[src/rtl/avalon_sdram_slave.sv]
// Avalon-MM pipelined slave with a register-array backing store, used in place of an SDRAM port.
// Provides programmable wait states, a fixed read latency and a cap on outstanding reads.
module avalon_sdram_slave #(
  parameter int ADDR_W       = 4,
  parameter int WAIT_STATES  = 1,
  parameter int READ_LATENCY = 3,
  parameter int MAX_PENDING  = 2
) (
  input  logic        clk,
  input  logic        reset,
  input  logic        chipselect,
  input  logic        read_n,
  input  logic        write_n,
  input  logic [31:0] address,
  input  logic [1:0]  byteenable,
  input  logic [15:0] writedata,
  output logic        waitrequest,
  output logic        readdatavalid,
  output logic [15:0] readdata,
  output logic        addr_err
);

  localparam int         DEPTH = 1 << ADDR_W;
  localparam logic [2:0] WS    = 3'(WAIT_STATES);
  localparam logic [3:0] MAXP  = 4'(MAX_PENDING);

  logic [2:0]              wcnt_reg, wcnt_next;
  logic [3:0]              pending_reg, pending_next;
  logic [15:0]             mem_reg [DEPTH];
  logic [READ_LATENCY-1:0] vld_reg;
  logic [15:0]             data_reg [READ_LATENCY];
  logic                    rdv_reg;
  logic [15:0]             rdata_reg;
  logic                    addr_err_reg;

  logic              cmd, is_wr, in_range, accept, rd_accept, wr_accept;
  logic [ADDR_W-1:0] idx;
  logic [15:0]       rd_word;
  logic [1:0]        lane_we;

  assign cmd       = chipselect & (~read_n | ~write_n);
  assign is_wr     = ~write_n;
  assign in_range  = (address[31:ADDR_W] == '0);
  assign idx       = address[ADDR_W-1:0];
  // A full read queue only stalls reads; writes proceed once their wait states elapse.
  assign waitrequest = cmd & ((wcnt_reg != WS) | (~is_wr & (pending_reg == MAXP)));
  assign accept      = cmd & ~waitrequest;
  assign rd_accept   = accept & ~is_wr;
  assign wr_accept   = accept & is_wr;
  assign rd_word     = in_range ? mem_reg[idx] : 16'h0000;

  generate
    for (genvar gi = 0; gi < 2; gi++) begin : g_lane
      assign lane_we[gi] = wr_accept & in_range & byteenable[gi];
    end
  endgenerate

  always_comb begin
    wcnt_next = wcnt_reg;
    if (!cmd || accept)
      wcnt_next = '0;
    else if (wcnt_reg < WS)
      wcnt_next = wcnt_reg + 3'd1;
  end

  // A return can only occur for a previously accepted read, so the decrement never underflows.
  always_comb begin
    pending_next = pending_reg;
    case ({rd_accept, rdv_reg})
      2'b10:   pending_next = pending_reg + 4'd1;
      2'b01:   pending_next = pending_reg - 4'd1;
      default: pending_next = pending_reg;
    endcase
  end

  always_ff @(posedge clk) begin
    if (reset) begin
      wcnt_reg     <= '0;
      pending_reg  <= '0;
      addr_err_reg <= 1'b0;
    end else begin
      wcnt_reg    <= wcnt_next;
      pending_reg <= pending_next;
      if (accept && !in_range)
        addr_err_reg <= 1'b1;
    end
  end

  always_ff @(posedge clk) begin
    if (reset) begin
      for (int i = 0; i < DEPTH; i++)
        mem_reg[i] <= '0;
    end else begin
      if (lane_we[0]) mem_reg[idx][7:0]  <= writedata[7:0];
      if (lane_we[1]) mem_reg[idx][15:8] <= writedata[15:8];
    end
  end

  // Read word is captured at accept and walks a fixed-length shift pipeline.
  always_ff @(posedge clk) begin
    if (reset) begin
      vld_reg   <= '0;
      for (int i = 0; i < READ_LATENCY; i++)
        data_reg[i] <= '0;
      rdv_reg   <= 1'b0;
      rdata_reg <= '0;
    end else begin
      vld_reg[0] <= rd_accept;
      if (rd_accept)
        data_reg[0] <= rd_word;
      for (int i = 1; i < READ_LATENCY; i++) begin
        vld_reg[i]  <= vld_reg[i-1];
        data_reg[i] <= data_reg[i-1];
      end
      rdv_reg <= vld_reg[READ_LATENCY-1];
      if (vld_reg[READ_LATENCY-1])
        rdata_reg <= data_reg[READ_LATENCY-1];
    end
  end

  assign readdatavalid = rdv_reg;
  assign readdata      = rdata_reg;
  assign addr_err      = addr_err_reg;

endmodule

[config.mk]
export PLATFORM = sky130hd
export DESIGN_NAME = avalon_sdram_slave
export DESIGN_NICKNAME = d
export VERILOG_FILES = /design/src/rtl/avalon_sdram_slave.sv
export SDC_FILE = /design/constraint.sdc
export NUM_CORES = 1
export LEC_CHECK = 0
export ABC_AREA = 1
export CAP_MARGIN = 20
export CELL_PAD_IN_SITES_DETAIL_PLACEMENT = 0
export CELL_PAD_IN_SITES_GLOBAL_PLACEMENT = 1
export CORE_UTILIZATION = 49
export CTS_CLUSTER_DIAMETER = 30
export DETAILED_ROUTE_END_ITERATION = 6
export PLACE_DENSITY_LB_ADDON = 0.3
export SLEW_MARGIN = 20
export SYNTH_ARGS = -nofsm -noshare
export SYNTH_HDL_FRONTEND = slang
export SYNTH_SLANG_ARGS = --single-unit
export TNS_END_PERCENT = 20
[constraint.sdc]
create_clock -name clk -period 3.17 [get_ports clk]
set_clock_uncertainty 0.2 [all_clocks]
set_input_delay 0.317 -clock clk [delete_from_list [all_inputs] [get_ports clk]]
set_output_delay 0.317 -clock clk [all_outputs]
set_load 0.1 [all_outputs]
Word-level counts from Yosys, hierarchy flattened:

Memories as Yosys holds them, arrays and structs flattened. A register that Yosys moved wholly into a read port is not among the register bits.
Index checks and enable logic that the tools add are counted.

* eq/ne operators: 4
* bitwise gates (word level): 17
* reductions and logical operators: 8
* order comparisons: 1
* add/sub/neg operators: 3
* mux-type cells: 20

Operators by type and width (number)
* two-way mux 16 bit: 5
* zero test 28 bit: 1
* OR reduction 16 bit: 1
* two-way mux 1 bit: 12
* bitwise AND 1 bit: 9
* case mux 4 bit (2 select lines): 1
* OR 1 bit: 5
* adder 4 x 1 -> 4 bit (second input constant): 1
* == test 4 x 2 -> 1 bit (second input constant): 1
* two-way mux 4 bit: 1
* subtractor 4 x 1 -> 4 bit (second input constant): 1
* adder 3 x 1 -> 3 bit (second input constant): 1
* less-than comparator 3 x 1 -> 1 bit (second input constant): 1
* inequality test 3 x 1 -> 1 bit (second input constant): 1
* inverter 1 bit: 3
* == test 2 x 1 -> 1 bit (second input constant): 1
* == test 2 bit (second input constant): 1
* zero test 1 bit: 2
* two-way mux 2 bit: 1
* nonzero test 2 bit: 1
* OR reduction 2 bit: 1
* logical AND 1 bit: 1
* logical OR 1 bit: 1

* output and inout port bits: 19
* memories kept: 2
* word-level logic and storage cells: 60
* flip-flop bits (word level): 12
* RAM bits: 304
* input bits: 55

Memories
* mem_reg: words 16, bits a word 16, rd ports 1, clocked after Yosys merged registers in 0, write ports 16, line 29 `logic [15:0] mem_reg [DEPTH];`
* data_reg: words 3, bits a word 16, rd ports 3, clocked after Yosys merged registers in 1, write ports 3, line 31 `logic [15:0] data_reg [READ_LATENCY];`

Depth between registers and ports, before layout:

* depth after elaboration: 14
* mapped depth: 13
* mapped depth without buffers: 13

Least setup slack after synthesis:

Ideal clock, no wire load.

* path kind: register to register
* start: reg wcnt_reg[1]
* end: reg wcnt_reg[0]
* setup time: 82 ps
* setup slack: -461 ps
* arrival time: 3349 ps
* buffers on the path: 0
* clock period less this slack: 3631 ps
* required time: 2888 ps
* cell stages (with the launch flop): 8
* path through: dfxtp_1 inv_1 ha_1 inv_1 nor2_1 a21boi_0 nand2_1 a21oi_1

* cells in the longest elaborated chain, start to end: 7
* elaborated cells between the ends (all ways): 8
* classes of those cells: order compare (1); eq/ne (1); bitwise (4); reduce/logical (2)

Ends and longest elaborated chain
* start: declaration: line 27 `logic [2:0] wcnt_reg, wcnt_next;`
* start signal: assignment: line 82 `wcnt_reg <= wcnt_next;`
* inequality test 3 x 1 -> 1 bit: line 46 `assign waitrequest = cmd & ((wcnt_reg != WS) | (~is_wr & (pending_reg == MAXP)));`
* OR 1 bit: line 46
* bitwise AND 1 bit: line 46
* named net waitrequest: line 17 `output logic waitrequest,`
* inverter 1 bit: line 47 `assign accept = cmd & ~waitrequest;`
* bitwise AND 1 bit: line 47
* logical OR 1 bit: line 60 `if (!cmd || accept)`
* OR reduction 2 bit (no source line)

The timed path passes the listed nets, and every way through them passes these cells.
A chain may end at the register's enable or synchronous reset.

==> summary.txt <==
Setup path
  • Critical Path Fanout Max: 41
  • Slowest cell on crit path: dfxtp_1
  • CP Launch Type: flip-flop
  • Cell family with most CP delay: simple AND/OR/NAND/NOR gates
  • Most frequent CP cell: inv_1
  • CP cell instances: inv_1 -> ha_1 -> inv_1 -> nor2_1 -> nand3_1 -> nor2_4 -> nand4_4 -> buf_12 -> o21ai_0 -> buf_4
  • Worst Path Arrival: 2.57 ns
  • Worst setup EP type: flip-flop
  • CP max stage delay: 0.32 ns
  • CP Buf/Inv Count: 4
  • Setup CP Type: reg -> reg
  • Critical path data required time: 3.23 ns

Pwr
  • Leakage power: 0.00698 µW
  • Maximum VDD drop: 0.000535 V
  • PwrDens: 663 nW/µm²

Timing
  • Final hold vios: 0
  • Final worst-path cycle share: 79.3%
  • Pins Over Slew Limit: 0
  • Slew @ Worst Pin: 0.987 ns
  • Post-route minimum period: 2.51 ns
  • Slew headroom: 34.1%
  • RSZ-0062 raised after global routing: no
  • Setup_tns: 0 ns
  • Fmax: 398 MHz
  • Final setup viols: 0
  • Slack of the critical path: 0.656 ns

Detailed routing
  • Post-DR wirelength/cell: 18.0 µm
  • Vias: 10300
  • DRT antenna net count: 0
  • Iter 0 DRT Violations: 776
  • Drt drc: 0
  • DRT Wirelength: 34400 µm
  • Vias per cell: 5.39
  • First-pass detailed-route iteration total: 6

Flow run
  • Max-cap violations: 0

Logic synthesis
  • FFs w/ async S/R, synth: 0%
  • Yosys top cell by area: edfxtp_1
  • Post-Synth Adder-Cell Area: 0.414%
  • Post-synth EDFFs: 304
  • Synth top area share: 60.4%
  • Compound-Gate Fraction of Synth Area: 8.31%
  • Largest family of logic cells by synthesized area: simple AND/OR/NAND/NOR gates
  • Top cells by area, synth: edfxtp_1, nor3_2, a22oi_1, nand2_1, nor3_1
  • Post-synthesis sequential area ratio: 64.1%
  • Synthesis Warnings: 0
  • Post-Synth XOR/XNOR Area: 0.232%
  • Most numerous cell in the Yosys netlist: edfxtp_1
  • Multiplexer area fraction after synthesis: 0%
  • Post-synthesis cell count: 1303
  • Library cells used by synthesis: 31
  • Commonest register cell after synthesis: edfxtp_1
  • Avg Inst Size Synth: 11.6 µm²
  • Synthesized area: 15100 µm²
  • Flip-flop and latch count after synthesis: 332
  • Post-synth top cells: edfxtp_1, nand2_1, nor3_1
  • Post-Synth Simple-Gate Area: 21.5%

Die
  • FP Rows: 63
  • Area of the core: 30000 µm²
  • Die Y-Extent: 178 µm
  • I/O Pins: 74
  • Die area: 31500 µm²
  • Initial core utilization: 50.4%
  • Die W: 178 µm

Clock tree
  • CTS max path bufs: 3
  • Sink Count: 332
  • Root Driver: clkbuf_16
  • Hold buffers post-CTS: 0
  • CTS Buf Count: 68
  • Worst-Skew Late Latency: 0.56 ns
  • CTS resizes: 0
  • H-tree depth: 3
  • Setup bufs post-CTS: 0
  • Clock Pin Slew Worst Setup and Hold Paths: 0.05 ns
  • TritonCTS clock tree: yes

Placed design
  • HPWL Detailed: 22200 µm
  • Place WS: 0.347 ns
  • Placed instance area: 16600 µm²
  • GPL Wtd Cong: 0.777
  • Placed Cells: 1783
  • IO buf count: 73

Global routing
  • First-pass GRT wire length: 54500 µm
  • Vias in the first global route: 10100
  • Initial antenna violation count: 0
  • Pin count of the biggest net entering global routing: 75
  • GRT Util Overall: 22.7%
  • Gr ovfl total: 0

Cells and area
  • Non-filler cells in the finished layout: 1908
  • Total area of sequential cells: 9690 µm²
  • Layout area overhead: 25.2%
  • Nets@finish: 1523
  • Ratio of cells with drive above 1 in the final layout: 23.3%
  • Filler instances: 2288
  • Max FFs per register: 256
  • Diode count: 0
  • Multi-input logic area: 4740 µm²
  • Non-Filler Cell Area, Final: 18900 µm²

Run status
  • Outcome: completed

Hold path
  • Hold Crit Class: reg -> reg
==> routing by layer <==
metal  track usage, %  part of all wire, %
met5                0                    0
met4             5.88                  1.2
met3             4.46                  6.4
met2             37.5                   48
met1             30.7                   44
==> final timing paths <==
path | start | to | slack (ns) | cells after the start
setup / recovery | wcnt_reg[1] | mem_reg[8][7] | 0.66 | 10
hold / removal | vld_reg[1] | vld_reg[2] | 0.21 | 2
setup reg to reg | wcnt_reg[1] | mem_reg[8][7] | 0.66 | 10
hold reg to reg | vld_reg[1] | vld_reg[2] | 0.21 | 2
==> worst min-delay path: cells and delay by family, from the launching register on <==
kind / cells / cell delay, ns
buf+inv: 1 / 0.04
simple gates: 1 / 0.03
flops: 1 / 0.30
==> cells in the final DEF (no fill, tap or decap) <==
master / netlist / final
a21boi_1: 0 / 1
a21boi_2: 1 / 1
a21oi_1: 5 / 5
a22oi_1: 128 / 128
and2_0: 1 / 1
buf_12: 0 / 5
buf_4: 3 / 108
bufinv_16: 0 / 8
clkbuf_1: 55 / 11
clkbuf_16: 0 / 68
clkdlybuf4s50_1: 0 / 56
clkinv_1: 2 / 10
clkinv_16: 0 / 1
clkinv_2: 0 / 12
clkinv_4: 0 / 3
clkinv_8: 0 / 4
clkinvlp_4: 0 / 6
conb_1: 1 / 32
dfxtp_1: 28 / 28
edfxtp_1: 304 / 304
ha_1: 5 / 5
inv_1: 63 / 63
inv_2: 2 / 2
inv_6: 0 / 4
nand2_1: 191 / 191
nand2_2: 4 / 4
nand3_1: 6 / 6
nand4_1: 2 / 2
nand4_4: 2 / 2
nor2_1: 132 / 131
nor2_2: 3 / 1
nor2_4: 1 / 4
nor3_1: 136 / 136
nor3_2: 120 / 120
o21ai_0: 50 / 50
or2_2: 1 / 1
xnor2_1: 1 / 1
xor2_1: 3 / 3
==> stage by stage <==
step / total power [µW] / hold WS, ns / util, %
after global placement: 5680 / 0.190 / 55.5
after CTS: 12600 / 0.208 / 63.1
after floorplan: 5400 / 0.188 / -
final: 12500 / 0.208 / 63.1
after detailed placement: 5690 / 0.197 / 55.5
after global routing: 12900 / 0.224 / 63.1
==> cells by family after synthesis <==
kind of cell	Yosys count
compound gates	185
flops	332
simple gates	599
buf+inv	177
fa+ha+maj	5
xor+xnor	4
other cells	1
==> cell type report <==
type	instances	area share, %
Timing Repair Buffer	169	7.78
Multi-Input combinational cell	825	25.0
Sequential cell	332	51.2
Inverter	67	1.33
Tap cell	390	2.58
Clock inverter	46	2.81
Clock buffer	79	9.22
==> power breakdown <==
group / internal, µW / leakage, µW / switching (µW)
clock network: 4620 / 0.00109 / 2300
logic: 209 / 0.00250 / 446
registers: 4920 / 0.00339 / 44.6
total: 9750 / 0.00698 / 2790
(Power assumes the default switching activity.)
